`config.mk`:
```
export PLATFORM = sky130hd
export DESIGN_NAME = npc_ras
export DESIGN_NICKNAME = d
export VERILOG_FILES = /design/src/rtl/npc_ras.sv
export SDC_FILE = /design/constraint.sdc
export NUM_CORES = 1
export LEC_CHECK = 0
export ABC_AREA = 1
export CORE_ASPECT_RATIO = 0.7
export CORE_MARGIN = 4
export CORE_UTILIZATION = 55
export CTS_CLUSTER_DIAMETER = 80
export CTS_CLUSTER_SIZE = 12
export DETAILED_ROUTE_END_ITERATION = 8
export PLACE_DENSITY = 0.77
export RECOVER_POWER = 50
export REMOVE_ABC_BUFFERS = 1
export SETUP_SLACK_MARGIN = 0.5
export SYNTH_ARGS = -nofsm -noshare
export SYNTH_HDL_FRONTEND = slang
export SYNTH_SLANG_ARGS = --single-unit
```
`constraint.sdc`:
```
create_clock -name clk -period 8.29 [get_ports clk]
set_input_delay 1.2435 -clock clk [delete_from_list [all_inputs] [get_ports clk]]
set_output_delay 1.2435 -clock clk [all_outputs]
set_load 0.03 [all_outputs]
```
`src/rtl/npc_ras.sv`:
```
// npc_ras: F-stage PC register with next-PC selection, stall hold,
// exception/eret redirection and a circular return-address stack (RAS)
// that checks each RET against its prediction and counts mispredictions.
//
// Ports:
//   clk, reset          rising-edge clock, synchronous active-high reset
//   stall               hold the PC (no RAS activity)
//   npcop               D-stage next-PC op (SEQ/BR/J/JAL/JR/JALR/RET, 7=SEQ)
//   cmp_true            branch condition resolved in D
//   pc_d                PC of the instruction in D
//   imm16, imm26        branch offset / jump index
//   reg_target          forwarded rs value for JR/JALR/RET
//   exc_req, eret, epc  exception redirect, return-from-exception and its target
//   pc                  registered F-stage PC
//   pc_plus4            pc+4 (combinational)
//   pc_misaligned       pc[1:0] != 0 (combinational)
//   ras_miss            one-cycle registered pulse after a RET misprediction
//   ras_miss_cnt        saturating count of RET mispredictions
//   ras_count           number of valid RAS entries
module npc_ras #(
  parameter int unsigned       WIDTH      = 32,
  parameter int unsigned       RAS_DEPTH  = 8,
  parameter logic [WIDTH-1:0]  RESET_PC   = WIDTH'(32'h0000_3000),
  parameter logic [WIDTH-1:0]  EXC_VECTOR = WIDTH'(32'h0000_4180),
  parameter int unsigned       CNT_W      = 16
) (
  input  logic                         clk,
  input  logic                         reset,
  input  logic                         stall,
  input  logic [2:0]                   npcop,
  input  logic                         cmp_true,
  input  logic [WIDTH-1:0]             pc_d,
  input  logic [15:0]                  imm16,
  input  logic [25:0]                  imm26,
  input  logic [WIDTH-1:0]             reg_target,
  input  logic                         exc_req,
  input  logic                         eret,
  input  logic [WIDTH-1:0]             epc,
  output logic [WIDTH-1:0]             pc,
  output logic [WIDTH-1:0]             pc_plus4,
  output logic                         pc_misaligned,
  output logic                         ras_miss,
  output logic [CNT_W-1:0]             ras_miss_cnt,
  output logic [$clog2(RAS_DEPTH):0]   ras_count
);

  localparam int unsigned PTR_W = $clog2(RAS_DEPTH);
  localparam int unsigned RCW   = PTR_W + 1;

  typedef enum logic [2:0] {
    OP_SEQ  = 3'd0,
    OP_BR   = 3'd1,
    OP_J    = 3'd2,
    OP_JAL  = 3'd3,
    OP_JR   = 3'd4,
    OP_JALR = 3'd5,
    OP_RET  = 3'd6,
    OP_RSV  = 3'd7
  } npcop_e;

  logic [WIDTH-1:0] fetch_pc_q, fetch_pc_d;
  logic [PTR_W-1:0] ras_ptr_q, ras_ptr_d;
  logic [RCW-1:0]   ras_count_q, ras_count_d;
  logic             ras_miss_q, ras_miss_d;
  logic [CNT_W-1:0] miss_cnt_q, miss_cnt_d;
  logic [WIDTH-1:0] ras_mem_q [RAS_DEPTH];

  npcop_e           op;
  logic             advance;
  logic             push;
  logic             pop;
  logic             miss;
  logic [WIDTH-1:0] seq_target;
  logic [WIDTH-1:0] br_target;
  logic [WIDTH-1:0] jmp_target;
  logic [WIDTH-1:0] ras_top;

  assign op         = npcop_e'(npcop);
  // RAS only moves when the PC advances under npcop control
  assign advance    = !exc_req && !eret && !stall;
  assign push       = advance && ((op == OP_JAL) || (op == OP_JALR));
  assign pop        = advance && (op == OP_RET);
  assign seq_target = fetch_pc_q + WIDTH'(4);
  assign br_target  = pc_d + WIDTH'(4) + {{(WIDTH-18){imm16[15]}}, imm16, 2'b00};
  assign jmp_target = {pc_d[WIDTH-1:28], imm26, 2'b00};
  // top of stack sits just below the write pointer
  assign ras_top    = ras_mem_q[ras_ptr_q - PTR_W'(1)];
  assign miss       = pop && ((ras_count_q == '0) || (ras_top != reg_target));

  // Next-PC selection: exc_req > eret > stall > npcop
  always_comb begin
    fetch_pc_d = fetch_pc_q;
    if (exc_req) begin
      fetch_pc_d = EXC_VECTOR;
    end else if (eret) begin
      fetch_pc_d = epc;
    end else if (!stall) begin
      case (op)
        OP_BR:                   fetch_pc_d = cmp_true ? br_target : seq_target;
        OP_J, OP_JAL:            fetch_pc_d = jmp_target;
        OP_JR, OP_JALR, OP_RET:  fetch_pc_d = reg_target;
        default:                 fetch_pc_d = seq_target;
      endcase
    end
  end

  // RAS pointer/occupancy and miss bookkeeping
  always_comb begin
    ras_ptr_d   = ras_ptr_q;
    ras_count_d = ras_count_q;
    ras_miss_d  = miss;
    miss_cnt_d  = miss_cnt_q;
    if (push) begin
      ras_ptr_d = ras_ptr_q + PTR_W'(1);
      if (ras_count_q != RCW'(RAS_DEPTH)) begin
        ras_count_d = ras_count_q + RCW'(1);
      end
    end else if (pop && (ras_count_q != '0)) begin
      ras_ptr_d   = ras_ptr_q - PTR_W'(1);
      ras_count_d = ras_count_q - RCW'(1);
    end
    if (miss && (miss_cnt_q != '1)) begin
      miss_cnt_d = miss_cnt_q + CNT_W'(1);
    end
  end

  always_ff @(posedge clk) begin
    if (reset) begin
      fetch_pc_q  <= RESET_PC;
      ras_ptr_q   <= '0;
      ras_count_q <= '0;
      ras_miss_q  <= 1'b0;
      miss_cnt_q  <= '0;
    end else begin
      fetch_pc_q  <= fetch_pc_d;
      ras_ptr_q   <= ras_ptr_d;
      ras_count_q <= ras_count_d;
      ras_miss_q  <= ras_miss_d;
      miss_cnt_q  <= miss_cnt_d;
    end
  end

  // Entry storage needs no reset; a full-stack push overwrites the oldest slot
  always_ff @(posedge clk) begin
    if (!reset && push) begin
      ras_mem_q[ras_ptr_q] <= pc_d + WIDTH'(8);
    end
  end

  assign pc            = fetch_pc_q;
  assign pc_plus4      = seq_target;
  assign pc_misaligned = (fetch_pc_q[1:0] != 2'b00);
  assign ras_miss      = ras_miss_q;
  assign ras_miss_cnt  = miss_cnt_q;
  assign ras_count     = ras_count_q;

endmodule

```
# Yosys cells after proc, flatten, opt, wreduce, memory -nomap -nowiden
# Memories as Yosys holds them, arrays and structs flattened.
# Index checks and enable logic that the tools add are counted.
dict set report op_classes {
  addsub 9
  n_eq_ne 12
  n_mux 12
  n_reduce_logical 22
}
# cell count
set op_table {}
lappend op_table {{two-way mux 32 bit} 3}
lappend op_table {{one-hot mux 32 bit (3 select lines)} 1}
lappend op_table {{adder 32 x 3 -> 32 bit (second input constant)} 2}
lappend op_table {{adder 32 bit} 1}
lappend op_table {{adder 32 x 4 -> 32 bit (second input constant)} 1}
lappend op_table {{!= test 32 bit} 1}
lappend op_table {{adder 16 x 1 -> 16 bit (second input constant)} 1}
lappend op_table {{!= test 16 bit (second input constant)} 1}
lappend op_table {{two-way mux 15 bit} 1}
lappend op_table {{two-way mux 4 bit} 3}
lappend op_table {{equality test 3 bit (second input constant)} 3}
lappend op_table {{logical AND 1 bit} 8}
lappend op_table {{equality test 3 x 2 -> 1 bit (second input constant)} 2}
lappend op_table {{two-way mux 3 bit} 2}
lappend op_table {{adder 4 x 1 -> 4 bit (second input constant)} 1}
lappend op_table {{logical NOT 1 bit} 4}
lappend op_table {{logical NOT 4 bit} 1}
lappend op_table {{!= test 2 x 1 -> 1 bit (second input constant)} 2}
lappend op_table {{!= test 4 bit (second input constant)} 1}
lappend op_table {{nonzero test 2 bit} 2}
lappend op_table {{nonzero test 4 bit} 1}
lappend op_table {{OR reduction 2 bit} 2}
lappend op_table {{subtractor 4 x 1 -> 4 bit (second input constant)} 1}
lappend op_table {{adder 3 x 1 -> 3 bit (second input constant)} 1}
lappend op_table {{7 further kinds} 9}
dict set report totals {
  n_memories 1
  regBits 56
  elab_cells 62
  ramBits 256
  out_inout_bits 86
  in_bits 147
}
# memory depth width read_ports rd_ports_with_merged_regs write_ports line_no
set mem_list {}
lappend mem_list {ras_mem_q 8 32 1 0 1 66} ;# logic [WIDTH-1:0] ras_mem_q [RAS_DEPTH];

# Depth between registers and ports, before layout
# Gate-level depths: netlist of run 1.
dict set report depth {
  ltp_word 7
  mapped_depth 24
  ltp_nobuf 19
}

# Worst setup path after synthesis of run 1
# Ideal clock, no wire load.
dict set report synth_timing {
  path_type {input-to-reg}
  from {input port eret}
  to {memory ras_mem_q[4][0] (enable)}
  arrival_time_ns 4.681
  path_buffers 1
  setup_time_ns 0.461
  stages 8
  setup_slack_ns 3.148
  t_required_ns 7.829
  cell_sequence {clkbuf_1 > nor2_1 > nand2_1 > nor3_1 > inv_1 > nor2_1 > nand2_1 > nor3_1}
}
dict set report synth_via {
  elab_chain_cells 7
}
# item line_no
set synth_rtl {}
lappend synth_rtl {{start, declared} 37} ;# input logic eret,
lappend synth_rtl {{logical NOT 1 bit} 80} ;# assign advance = !exc_req && !eret && !stall;
lappend synth_rtl {{logical AND 1 bit (2 in series)} 80}
lappend synth_rtl {{logical AND 1 bit} 81} ;# assign push = advance && ((op == OP_JAL) || (op == OP_JALR));
lappend synth_rtl {{logical AND 1 bit} 145} ;# if (!reset && push) begin
lappend synth_rtl {{two-way mux 1 bit} 145}
lappend synth_rtl {{two-way mux 1 bit (not written as such)} 146} ;# ras_mem_q[ras_ptr_q] <= pc_d + WIDTH'(8);
lappend synth_rtl {{end, declared} 66}
# Every way passes these cells.

# Worst setup path after layout of run 1
dict set report layout_timing {
  from {input port eret}
  to {memory ras_mem_q[0][18] (enable)}
}
# The elaborated chain is that of the path after synthesis.

==> results of run 1 <==
[registers in the layout, summed over array words and instances, names as in the netlist, named ones only]
name	cells
ras_count	4
ras_ptr_q	3
ras_miss_cnt	16
ras_mem_q	256
pc	30
ras_miss	1
[power by group]
part / switching, mW / internal (mW)
clock network: 0.590 / 0.656
logic: 0.372 / 0.212
registers: 0.0159 / 1.70
[path summary, 6_finish.rpt]
check                                 from                             to  depth (start not counted)
max                                   eret     ras_mem_q[0][18]$_DFFE_PP_                         11
min          ras_miss_cnt[14]$_SDFFE_PP0P_  ras_miss_cnt[14]$_SDFFE_PP0P_                          2
max reg2reg      ras_ptr_q[0]$_SDFFE_PP0P_   ras_miss_cnt[5]$_SDFFE_PP0P_                         18
min reg2reg  ras_miss_cnt[14]$_SDFFE_PP0P_  ras_miss_cnt[14]$_SDFFE_PP0P_                          2
[metal layers]
metal  track usage (%)  vias to the layer above
li1                  -                     7880
met1              50.1                     7931
met2              49.5                      995
met3              7.72                      118
met4              7.74                        0
met5                 0                        -
[cell usage after synthesis, drive strengths merged (5+ instances only)]
library cell / n / area share, %
a21oi: 101 / 2.8
a221oi: 19 / 0.91
a22o: 7 / 0.34
a22oi: 12 / 0.50
a31oi: 9 / 0.31
buf: 44 / 1.4
clkbuf: 38 / 0.78
dfxtp: 56 / 6.2
edfxtp: 256 / 42
ha: 64 / 4.4
inv: 290 / 6.0
nand2: 613 / 13
nand3: 204 / 5.7
nand3b: 8 / 0.33
nand4: 31 / 1.1
nor2: 219 / 4.5
nor3: 38 / 1.0
nor4: 10 / 0.43
o211ai: 12 / 0.50
o21ai: 114 / 3.1
o21bai: 5 / 0.21
xnor2: 20 / 1.0
xor2: 52 / 2.5
[worst reg2reg max path, cell delays in order (launching register included)]
cell      delay (ps)
dfxtp_4          760
clkinv_2         880
ha_2             570
inv_2            240
buf_4            590
nor2_1           140
o21ai_0          110
nand3_1          130
nand2_1          110
nand2_1           60
nand2_1           60
nand2_1          190
nor2_1           190
nand2_1           70
nor2_1           160
nand3_2          430
nand3_4          370
nand2_1          110
a21oi_1          140
[final cells by class]
class	count	area, um2	share of cell area, %
tap	427	534	2.46
sequential	312	8810	40.6
antenna	1	2.50	0.0115
inverter	294	1100	5.09
timing repair buffer	256	2480	11.5
clock buffer	53	816	3.76
multi-input combinational	1559	7930	36.6
[stage by stage]
stage	utilization (%)	hold slack (ps)	cells	area, um2
floorplan	-	597	2165	17800
global placement	64.3	508	2848	20900
detailed placement	64.3	520	2848	20900
CTS	66.8	532	2901	21700
global route	66.8	560	2901	21700
finish	66.8	532	2902	21700
[layout by cell type, fill, tap and decap left out, drive strengths merged, types with 4 or more instances in the layout]
cell type	n
o211ai	12
xnor2	20
ha	64
a22o	7
or2	4
nand4	31
clkinv	5
edfxtp	256
a31oi	9
a21oi	101
dfxtp	56
a221oi	19
a22oi	12
buf	19
clkbuf	58
xor2	52
nor3	38
nor4	10
nand3b	8
inv	289
o21bai	5
nand2	613
nor2	219
o21ai	114
nand3	204
dlygate4sd3	78
clkdlybuf4s50	154
[kinds of logic (layout without fill, tap and decap cells)]
family	count (synthesis)	in the layout	synth area share, %
AOI/OAI and AO/OA	293	293	9.26
other	0	1	0
adders and majority gates	66	66	4.62
buffers and inverters	376	603	8.24
and+or+nand+nor	1128	1128	25.9
xor gates and xnor gates	72	72	3.55
DFF	312	312	48.4
==> results.cfg, run 1 <==
[floorplan]
die_h_um = 160
coreArea_um2 = 32500
dieArea_um2 = 36100
start_util_pct = 56.0
die_width_um = 225
row_count = 55
io_pins = 233

[route]
route.detailed.drc = 0
met3_length_mm = 7.55
wl_per_cell_um = 21.4
vias = 16900
met2RoutedLength_mm = 26.8
wl_met1_mm = 26.3
drtIter0Drc = 2341
postRouteAntennaNets = 0
top_layer_used = met4
drtPass1Iterations = 6
detail_route.wirelength_mm = 62.2
viasPerCell = 5.83

[placed_design]
dp_hpwl_mm = 44.1
portBuffers = 232
pre_cts_ws_ps = 3040
place_congestion = 0.993

[logic_synthesis]
syn_inst = 2247
synth_cell_types = 43
ys_ff_latch = 312
ys_async_sr_fraction_pct = 0
ys.flop_type = edfxtp_1
avgSynthCellArea_um2 = 8.10
seq_area_frac_synth_pct = 48.4
synth_edf_count = 256
ys_warn_count = 0
synth_area_um2 = 18200

[cts]
cts_resized = 0
cts_buffers = 29
tritoncts = done
post_cts_buffers = 0
clk_latency_ps = 570
numClockSinks = 312
clk_pin_slew_ps = 70
htree_num_levels = 1
cts-root-buf = clkbuf_16
clockBufferDepth = 3
cts_hold_buf = 0

[global_routing]
grt_pass1_vias = 16000
grt_pass1_wl_mm = 93.9
grt_max_degree = 79
overflow = 0
gr-usage-all-layers_pct = 33.4
antenna_found_initial = 0

[sta]
setup_violations = 0
skew_ps = 20.5
timing.fmax_ghz = 0.147
worst_pin_slew_ps = 2690
rsz0062_at_grt = no
timing.final.ws_setup_ps = 1470
finalCriticalPeriod_ps = 6820
relSlewSlack_pct = -79.1
hold_viol = 0
tns_ps = 0
period_share_pct = 82.3
slew_violations = 102

[critical_path]
cp-start-kind = input port
cpPeakStageDelay_ps = 1910
path_class = input port to flop
reg2reg_slack_ps = 2910
crit_slowest_cell = clkbuf_1
crit_family = buffers and inverters
crit_arrival_ps = 6940
cp_common_cell = clkbuf_1
path_buf_inv = 5
cp_max_fo = 35
crit_path_end_kind = flop
worstPathRequired_ps = 8410
path_cells = dlygate4sd3_1 -> clkbuf_1 -> nor2_1 -> clkbuf_1 -> nand2_1 -> nor3_1 -> inv_1 -> nor2_1 -> nand2_1 -> nor2_4 -> clkbuf_1

[run]
maxCapViolCount = 3

[worst_hold_path]
min_path_type = flop to flop

[cells_and_area]
area_delta_synth_final_pct = 19.2
drive_gt1_share_pct = 2.91
nFillCells = 2740
num-nets-final = 2665

[power]
finalPower_mw = 3.55
p_leak_nw = 9.18
ir_drop_mv = 0.158
p_per_area_nw_per_um2 = 164

[status]
violations = max-capacitance violations, max-slew violations
outcome = finished with violations
No activity file was read; power rests on OpenSTA's default activity.
==> inputs of run 2 (changes only) <==
- CORE_UTILIZATION: 55 -> 51
- PLACE_DENSITY: 0.77 -> 0.75
- clock period: 8.29 -> 6 ns (I/O delays scaled with it)
==> results.cfg, run 2 (synthesis gave the netlist of run 1 again) <==
[status]
outcome = finished with violations
violations = max-capacitance violations, max-slew violations

[route]
wl_per_cell_um = 21.7
drtPass1Iterations = 6
viasPerCell = 5.76
detail_route.wirelength_mm = 64.0
vias = 17000
route.detailed.drc = 0
postRouteAntennaNets = 0
drtIter0Drc = 2373

[placed_design]
dp_hpwl_mm = 46.2
place_area_um2 = 21000
portBuffers = 232
place_congestion = 0.971

[floorplan]
io_pins = 233
dieArea_um2 = 38800
die_h_um = 166
coreArea_um2 = 34900
row_count = 57
start_util_pct = 52.1
die_width_um = 234

[cells_and_area]
num-nets-final = 2671
max_flop_register = ras_mem_q
nFillCells = 3065
largest_reg_flops = 256
postLayoutCellArea_um2 = 21800
final_common_cell = nand2_1
drive_gt1_share_pct = 2.86
area_delta_synth_final_pct = 19.6
final_cell_mix = 613 x nand2_1, 286 x inv_1, 256 x edfxtp_1

[sta]
rsz0062_at_grt = no
worst_pin_slew_ps = 2800
skew_ps = 30.0
slew_violations = 117
whs_ps = 507
hold_viol = 0
period_share_pct = 82.1
relSlewSlack_pct = -87.0
finalCriticalPeriod_ps = 4920
timing.fmax_ghz = 0.203
setup_violations = 0

[critical_path]
path_cells = dlygate4sd3_1 -> nor2_1 -> nand2_1 -> nor3_1 -> inv_1 -> nor2_1 -> nand2_1 -> nor2_2 -> clkbuf_1
cpPeakStageDelay_ps = 1990
crit_arrival_ps = 5030
path_buf_inv = 3
crit_slowest_cell = clkbuf_1
crit_family = buffers and inverters
crit_path_end_kind = flop
cp_max_fo = 32
path_class = input port to flop
cp-start-kind = input port
worstPathRequired_ps = 6110

[global_routing]
grt_max_degree = 83
grt_pass1_wl_mm = 96.2
antenna_found_initial = 3
gr-usage-all-layers_pct = 32.0
grt_pass1_vias = 15900
overflow = 0

[cts]
post_cts_buffers = 0
cts_buffers = 29
htree_num_levels = 1
cts_resized = 0
clk_latency_ps = 580
numClockSinks = 312
clockBufferDepth = 3
cts_hold_buf = 0
cts-root-buf = clkbuf_16
tritoncts = done
clk_pin_slew_ps = 70

[power]
p_leak_nw = 9.18
ir_drop_mv = 0.266
p_per_area_nw_per_um2 = 226

[worst_hold_path]
min_path_type = flop to flop

[run]
maxCapViolCount = 4
==> run 2: cell count changes in the layout (fill, tap and decap cells not counted), moves of 2 or more <==
cell / before / now
nor2_4: 2 / 0
buf_4: 19 / 21
clkdlybuf4s50_1: 154 / 164
dlygate4sd3_1: 78 / 68
diode_2: 1 / 4
clkbuf_1: 29 / 32
nor3_2: 5 / 2
nor3_1: 33 / 36
==> run 2: area by class of cell <==
class / count / area, um2 / share of cell area (%)
multi-input combinational: 1559 / 7900 / 36.3
clock buffer: 53 / 816 / 3.75
tap: 472 / 591 / 2.71
timing repair buffer: 262 / 2530 / 11.6
antenna: 4 / 10.0 / 0.0460
inverter: 294 / 1100 / 5.07
sequential: 312 / 8810 / 40.5
==> run 2: stage by stage <==
stage | power (mW) | util, % | setup TNS, ps | setup slack [ps] | std cells
4_1_cts | 4.92 | 62.4 | 0 | 1490 | 2952
5_1_grt | 5.08 | 62.3 | 0 | 919 | 2953
3_5_place_dp | 3.24 | 60.1 | 0 | 1240 | 2899
2_1_floorplan | 2.86 | - | -26910 | -1620 | 2165
3_3_place_gp | 3.23 | 60.1 | 0 | 1290 | 2899
6_report | 4.92 | 62.3 | 0 | 1080 | 2956
==> run 2: worst min-delay path, cell delays in order (launching register included) <==
cell and delay [ps]:
dfxtp_1 330, nand2_1 70, a21oi_1 60
==> run 2: power by group <==
| group | switching (mW) | internal (mW) |
|---|---|---|
| Clock | 0.813 | 0.906 |
| Sequential | 0.0224 | 2.35 |
| Combinational | 0.532 | 0.297 |
==> run 2: path summary, 6_finish.rpt <==
path | start | end | slack (ps) | cells past startpoint
worst max-delay path | eret | ras_mem_q[1][26]$_DFFE_PP_ | 1080 | 9
worst min-delay path | ras_miss_cnt[15]$_SDFFE_PP0P_ | ras_miss_cnt[15]$_SDFFE_PP0P_ | 510 | 2
worst max register to register | ras_ptr_q[0]$_SDFFE_PP0P_ | ras_miss_cnt[13]$_SDFFE_PP0P_ | 1380 | 19
worst min register to register | ras_miss_cnt[15]$_SDFFE_PP0P_ | ras_miss_cnt[15]$_SDFFE_PP0P_ | 510 | 2
==> run 2: per-layer routing <==
metal  part of all wire [%]  vias to the layer above  global-route usage (%)
li1                       -                     7886                       -
met1                     43                     7988                    48.4
met2                     42                     1031                    46.0
met3                     12                      116                    8.40
met4                    2.5                        2                    7.85
met5                  0.016                        -                       0
